### config.mk
export PLATFORM = sky130hd
export DESIGN_NAME = dpi_init_sequencer
export DESIGN_NICKNAME = d
export VERILOG_FILES = /design/src/rtl/dpi_init_sequencer.sv
export SDC_FILE = /design/constraint.sdc
export NUM_CORES = 1
export LEC_CHECK = 0
export CORE_ASPECT_RATIO = 1.4
export CORE_UTILIZATION = 44
export CTS_BUF_LIST = sky130_fd_sc_hd__clkbuf_8
export CTS_CLUSTER_DIAMETER = 100
export CTS_CLUSTER_SIZE = 10
export DETAILED_ROUTE_END_ITERATION = 16
export PLACE_DENSITY = 0.83
export SYNTH_ARGS = -nofsm -noshare
export SYNTH_HDL_FRONTEND = slang
export SYNTH_SLANG_ARGS = --single-unit
### constraint.sdc
create_clock -name clk_i -period 2.6 [get_ports clk_i]
set_input_delay 0.26 -clock clk_i [delete_from_list [all_inputs] [get_ports clk_i]]
set_output_delay 0.26 -clock clk_i [all_outputs]
set_load 0.1 [all_outputs]
### src/rtl/dpi_init_sequencer.sv
// Holds the DUT in reset, replays init-time DPI calls over a host mailbox and scans non-void returns in MSB first.
// Zero-wait latency: 3 cycles per void call, RET_W+3 per non-void call; stalls on call_ready_i / ret_valid_i.
module dpi_init_sequencer #(
  parameter int                   NUM_CALLS      = 2,
  parameter int                   ARG_W          = 32,
  parameter int                   RET_W          = 32,
  parameter logic [NUM_CALLS-1:0] VOID_MASK      = 2'b01,
  parameter int                   TIMEOUT_CYCLES = 1024,
  parameter int                   IDW            = (NUM_CALLS > 1) ? $clog2(NUM_CALLS) : 1
) (
  input  logic                       clk_i,
  input  logic                       rst_ni,
  input  logic                       start_i,
  input  logic [NUM_CALLS*ARG_W-1:0] call_args_i,
  output logic                       call_valid_o,
  input  logic                       call_ready_i,
  output logic [IDW-1:0]             call_id_o,
  output logic [ARG_W-1:0]           call_arg_o,
  input  logic                       ret_valid_i,
  input  logic [RET_W-1:0]           ret_data_i,
  output logic                       ret_ready_o,
  output logic                       scan_en_o,
  output logic                       scan_data_o,
  output logic                       dut_rst_no,
  output logic                       busy_o,
  output logic                       done_o,
  output logic                       error_o
);

  localparam int SCW = (RET_W > 1) ? $clog2(RET_W) : 1;
  localparam int TW  = (TIMEOUT_CYCLES > 0) ? $clog2(TIMEOUT_CYCLES + 1) : 1;

  localparam logic [SCW-1:0] SC_LAST  = SCW'(RET_W - 1);
  localparam logic [TW-1:0]  TO_LAST  = TW'((TIMEOUT_CYCLES > 0) ? TIMEOUT_CYCLES - 1 : 0);
  localparam logic [IDW-1:0] LAST_IDX = IDW'(NUM_CALLS - 1);

  typedef enum logic [2:0] {
    IDLE,
    ISSUE,
    WAIT_RET,
    SHIFT,
    ADVANCE,
    DONE,
    ERROR
  } state_e;

  state_e           state_q;
  logic [IDW-1:0]   idx_q;
  logic [RET_W-1:0] shift_q;
  logic [SCW-1:0]   shift_cnt_q;
  logic [TW-1:0]    tmo_cnt_q;
  logic             call_valid_q;
  logic             ret_ready_q;
  logic             scan_en_q;
  logic             dut_rst_nq;
  logic             busy_q;
  logic             done_q;
  logic             error_q;

  logic [ARG_W-1:0] arg_sel;
  logic             cur_void;

  always_comb begin
    arg_sel  = '0;
    cur_void = 1'b0;
    for (int i = 0; i < NUM_CALLS; i++) begin
      if (idx_q == IDW'(i)) begin
        arg_sel  = call_args_i[i*ARG_W +: ARG_W];
        cur_void = VOID_MASK[i];
      end
    end
  end

  always_ff @(posedge clk_i or negedge rst_ni) begin
    if (!rst_ni) begin
      state_q      <= IDLE;
      idx_q        <= '0;
      shift_q      <= '0;
      shift_cnt_q  <= '0;
      tmo_cnt_q    <= '0;
      call_valid_q <= 1'b0;
      ret_ready_q  <= 1'b0;
      scan_en_q    <= 1'b0;
      dut_rst_nq   <= 1'b0;
      busy_q       <= 1'b0;
      done_q       <= 1'b0;
      error_q      <= 1'b0;
    end else begin
      case (state_q)
        IDLE, DONE, ERROR: begin
          if (start_i) begin
            state_q      <= ISSUE;
            idx_q        <= '0;
            call_valid_q <= 1'b1;
            busy_q       <= 1'b1;
            done_q       <= 1'b0;
            error_q      <= 1'b0;
            dut_rst_nq   <= 1'b0;
          end
        end

        ISSUE: begin
          if (call_ready_i) begin
            state_q      <= WAIT_RET;
            call_valid_q <= 1'b0;
            ret_ready_q  <= 1'b1;
            tmo_cnt_q    <= '0;
          end
        end

        // A return in the expiry cycle is still accepted: handshake has priority.
        WAIT_RET: begin
          if (ret_valid_i) begin
            ret_ready_q <= 1'b0;
            if (cur_void) begin
              state_q <= ADVANCE;
            end else begin
              state_q     <= SHIFT;
              shift_q     <= ret_data_i;
              shift_cnt_q <= '0;
              scan_en_q   <= 1'b1;
            end
          end else if ((TIMEOUT_CYCLES != 0) && (tmo_cnt_q == TO_LAST)) begin
            state_q     <= ERROR;
            ret_ready_q <= 1'b0;
            busy_q      <= 1'b0;
            error_q     <= 1'b1;
          end else begin
            tmo_cnt_q <= tmo_cnt_q + 1'b1;
          end
        end

        SHIFT: begin
          shift_q <= shift_q << 1;
          if (shift_cnt_q == SC_LAST) begin
            state_q   <= ADVANCE;
            scan_en_q <= 1'b0;
          end else begin
            shift_cnt_q <= shift_cnt_q + 1'b1;
          end
        end

        ADVANCE: begin
          if (idx_q == LAST_IDX) begin
            state_q    <= DONE;
            busy_q     <= 1'b0;
            done_q     <= 1'b1;
            dut_rst_nq <= 1'b1;
          end else begin
            state_q      <= ISSUE;
            idx_q        <= idx_q + 1'b1;
            call_valid_q <= 1'b1;
          end
        end

        default: state_q <= IDLE;
      endcase
    end
  end

  assign call_valid_o = call_valid_q;
  assign call_id_o    = idx_q;
  assign call_arg_o   = call_valid_q ? arg_sel : '0;
  assign ret_ready_o  = ret_ready_q;
  assign scan_en_o    = scan_en_q;
  assign scan_data_o  = scan_en_q & shift_q[RET_W-1];
  assign dut_rst_no   = dut_rst_nq;
  assign busy_o       = busy_q;
  assign done_o       = done_q;
  assign error_o      = error_q;

endmodule

==> results by group <==
STA
  – Max Clk Rate: 0.449 GHz
  – Worst hold-check slack: 0.317 ns
  – Count of pins over their slew limit: 0
  – Post-layout minimum cycle time: 2.23 ns
  – Setup-violating endpoint count in the final report: 0
  – Final critical-path share of the clock period: 85.7%
  – Setup repair after global routing missed its margin: false
  – Final hold violation count: 0
  – Normalized max-slew margin: 59.5%
  – Measured slew at the worst slew-check pin: 0.604 ns
  – Setup clock skew after layout: 0.00848 ns

Yosys
  – Count of cell types in the netlist: 42
  – Netlist area before placement: 0.00334 sq mm
  – Syn_area_per_cell: 8.92 sq um
  – Post-synthesis async set-or-reset flop share: 100%
  – Post-synth top area cell: sky130_fd_sc_hd__dfrtp_1
  – Number of enable-type register cells in the synthesized netlist: 0
  – Most area-consuming cells after synthesis: sky130_fd_sc_hd__dfrtp_1 44%, sky130_fd_sc_hd__mux2i_1 11%, sky130_fd_sc_hd__nor2_1 8.7%, sky130_fd_sc_hd__nor2b_1 6.4%, sky130_fd_sc_hd__o22ai_1 6.2%
  – Synthesis warning total: 0
  – Post-synthesis cell count: 374
  – Fraction of post-synthesis cell area in the top cell type by area: 43.5%
  – Most frequently used flop master after synthesis: sky130_fd_sc_hd__dfrtp_1
  – Register bit count reported by yosys: 58
  – Number of nets produced by synthesis: 478
  – Seq/Total Area, Yosys: 43.5%

Routing
  – Drt first-iter violations: 195
  – Sum of routed wire length over all layers: 9.58 mm
  – DRT antenna net count: 0
  – First-pass detailed-route iteration total: 5
  – Count of vias placed by the detailed router: 3390
  – Routed length per instance: 15.7 microns
  – Number of remaining DRC errors: 0
  – Vias per Instance: 5.54

Worst setup path
  – Slack of the worst reg-to-reg path: 0.37 ns
  – Crit Path Class: reg2reg
  – Largest fanout of any net on the critical path: 33
  – Cell with the largest stage delay on the worst path: sky130_fd_sc_hd__dfrtp_1
  – CP Cell Sequence: or3b_1 -> or2_1 -> nand2_4 -> nand2_1 -> a22o_1
  – Cell family with most CP delay: simple AND/OR/NAND/NOR gates
  – Number of buffer and inverter stages on the critical path: 0
  – Arrival time of data at the critical path endpoint: 2.45 ns
  – Reg-to-Reg Start: state_q[1]$_DFFE_PN0P_
  – Endpoint class of the critical path: flop
  – Worst path max stage delay: 0.63 ns
  – Capturing point of the worst reg2reg path: shift_cnt_q[4]$_DFFE_PN0P_
  – R2R depth: 5
  – Startpoint Class: flop
  – Endpoint required time on the critical path: 2.82 ns

Min path
  – Class of the tightest hold or removal check: in2async

Place
  – Number of buffer cells added on primary ports: 141
  – Final GP Congestion: 0.902
  – Post-Place Cells: 595
  – Final HPWL DP: 7.16 mm
  – Total cell area at the placement stage: 0.00531 sq mm

Finish
  – Final cell area excluding filler cells: 0.00556 sq mm
  – Commonest non-fill, non-tap cell in the layout: sky130_fd_sc_hd__clkdlybuf4s50_1
  – Final-layout fill cell count: 489
  – Most frequent cells in the layout: 99 x sky130_fd_sc_hd__clkdlybuf4s50_1, 77 x sky130_fd_sc_hd__nor2_1, 57 x sky130_fd_sc_hd__dfrtp_1
  – Number of antenna diodes: 0
  – Final-stage net count: 614
  – Final non-filler cell total: 612
  – Proportion of layout cells with a drive suffix above 1: 19.6%
  – P&R area growth vs syn: 66.7%

Global routing
  – Maximum number of pins on one net before global-route repair: 51
  – Number of global-route vias before repair: 3417
  – Antenna violations before repair: 0
  – GRT Residual Overflow: 0
  – Aggregate global-route resource usage: 25.3%
  – Global-route wire length before repair: 15.1 mm

Floorplan
  – Initial standard-cell utilization of the core: 45.3%
  – I/O pins: 142
  – Die area: 0.00794 sq mm
  – Core area: 0.00736 sq mm
  – Die height: 105 microns
  – Std cell rows: 37
  – Die span in x: 75.6 microns

Pwr
  – Static leakage power: 2.42 nW
  – PnR Total Power: 7.52 mW
  – Worst ir drop on vdd: 1.17 mV
  – Power density normalized to cell area: 1350 mW/mm^2

CTS
  – CTS tree: yes
  – Number of clock buffers inserted by TritonCTS: 9
  – H-tree depth reported by CTS: 3
  – Clock root cell: sky130_fd_sc_hd__clkbuf_8
  – Clock latency on the worst-skew pair: 0.33 ns
  – Clock-pin transition on the worst setup and hold timing paths: 0.06 ns
  – Post-CTS Hold Fix Bufs: 1
  – Number of buffers inserted to repair setup after CTS: 0
  – Clock net sink count: 58
  – Number of buffers on the longest clock path: 2
  – Number of gates given a new drive strength after cts: 0

Flow run
  – Number of max-cap violations: 0

Run status
  – Result of the run: finished, final reports clean
[metal layers]
layer	share of wire (%)	global-route usage (%)	wire length [microns]
met5	0	0	0
met2	49	42.5	4720
met1	39	27.6	3710
met4	1.8	10.7	175
met3	10	9.93	967
[stage by stage]
stage	setup TNS, ns	setup slack, ns	utilization [%]
after floorplan	-0.271	-0.271	-
after global placement	0	0.454	72.2
after detailed placement	0	0.381	72.2
after CTS	0	0.391	75.5
after global routing	0	0.233	75.5
final	0	0.371	75.5
[cells by family (layout without fill, tap and decap cells)]
logic type | count (synthesis) | count (layout) | share of synthesized area [%]
simple gates | 167 | 167 | 23.6
compound gates | 79 | 79 | 15.9
flops | 58 | 58 | 43.5
mux | 35 | 35 | 10.5
buf+inv | 29 | 170 | 4.58
fa+ha+maj | 3 | 3 | 1.13
xor+xnor | 3 | 3 | 0.788
[where the power goes]
part	switching (mW)	internal [mW]
logic	3.13	1.85
registers	0.343	1.23
clock network	0.352	0.616
total	3.82	3.70
[cell type report]
cell class / instances / area [sq um] / share of cell area (%)
Inverter: 6 / 22.5 / 0.405
Sequential cell: 58 / 1450 / 26.1
Clock inverter: 4 / 72.6 / 1.31
Clock buffer: 12 / 165 / 2.97
Multi-Input combinational cell: 287 / 1940 / 34.9
Tap cell: 97 / 121 / 2.18
Timing Repair Buffer: 148 / 1780 / 32.1
[worst max-delay path by stage]
stage	from	cells after the start	slack, ns	end
final	state_q[1]$_DFFE_PN0P_	5	0.37	shift_cnt_q[4]$_DFFE_PN0P_
after global routing	state_q[1]$_DFFE_PN0P_	5	0.23	shift_cnt_q[1]$_DFFE_PN0P_
after CTS	state_q[1]$_DFFE_PN0P_	5	0.39	shift_cnt_q[4]$_DFFE_PN0P_
after detailed placement	state_q[1]$_DFFE_PN0P_	5	0.38	shift_cnt_q[4]$_DFFE_PN0P_
after global placement	state_q[1]$_DFFE_PN0P_	5	0.45	shift_cnt_q[1]$_DFFE_PN0P_
after floorplan	call_id_o$_DFFE_PN0P_	4	-0.27	call_arg_o[10]
[flip-flops by register name (all words and copies together) (netlist names)]
name          flops
shift_q          32
tmo_cnt_q        11
shift_cnt_q       5
state_q           3
busy_o            1
call_id_o         1
call_valid_o      1
done_o            1
error_o           1
ret_ready_o       1
scan_en_o         1
[cells in the mapped netlist, drive strengths merged, types with 2 or more instances]
| cell | number |
|---|---|
| dfrtp | 58 |
| o21bai | 2 |
| o211ai | 6 |
| mux2i | 35 |
| nand2 | 26 |
| inv | 6 |
| nor2 | 77 |
| ha | 3 |
| o21ai | 10 |
| a31oi | 2 |
| a22o | 5 |
| xor2 | 3 |
| nand4 | 3 |
| o22ai | 33 |
| nor4 | 2 |
| and3 | 2 |
| a21o | 2 |
| o31ai | 4 |
| clkbuf | 10 |
| nand3 | 11 |
| a211oi | 2 |
| nor3 | 5 |
| buf | 13 |
| o21a | 2 |
| a21oi | 5 |
| nand2b | 3 |
| nor2b | 34 |
Note: power is estimated with default switching activity, not from simulation.
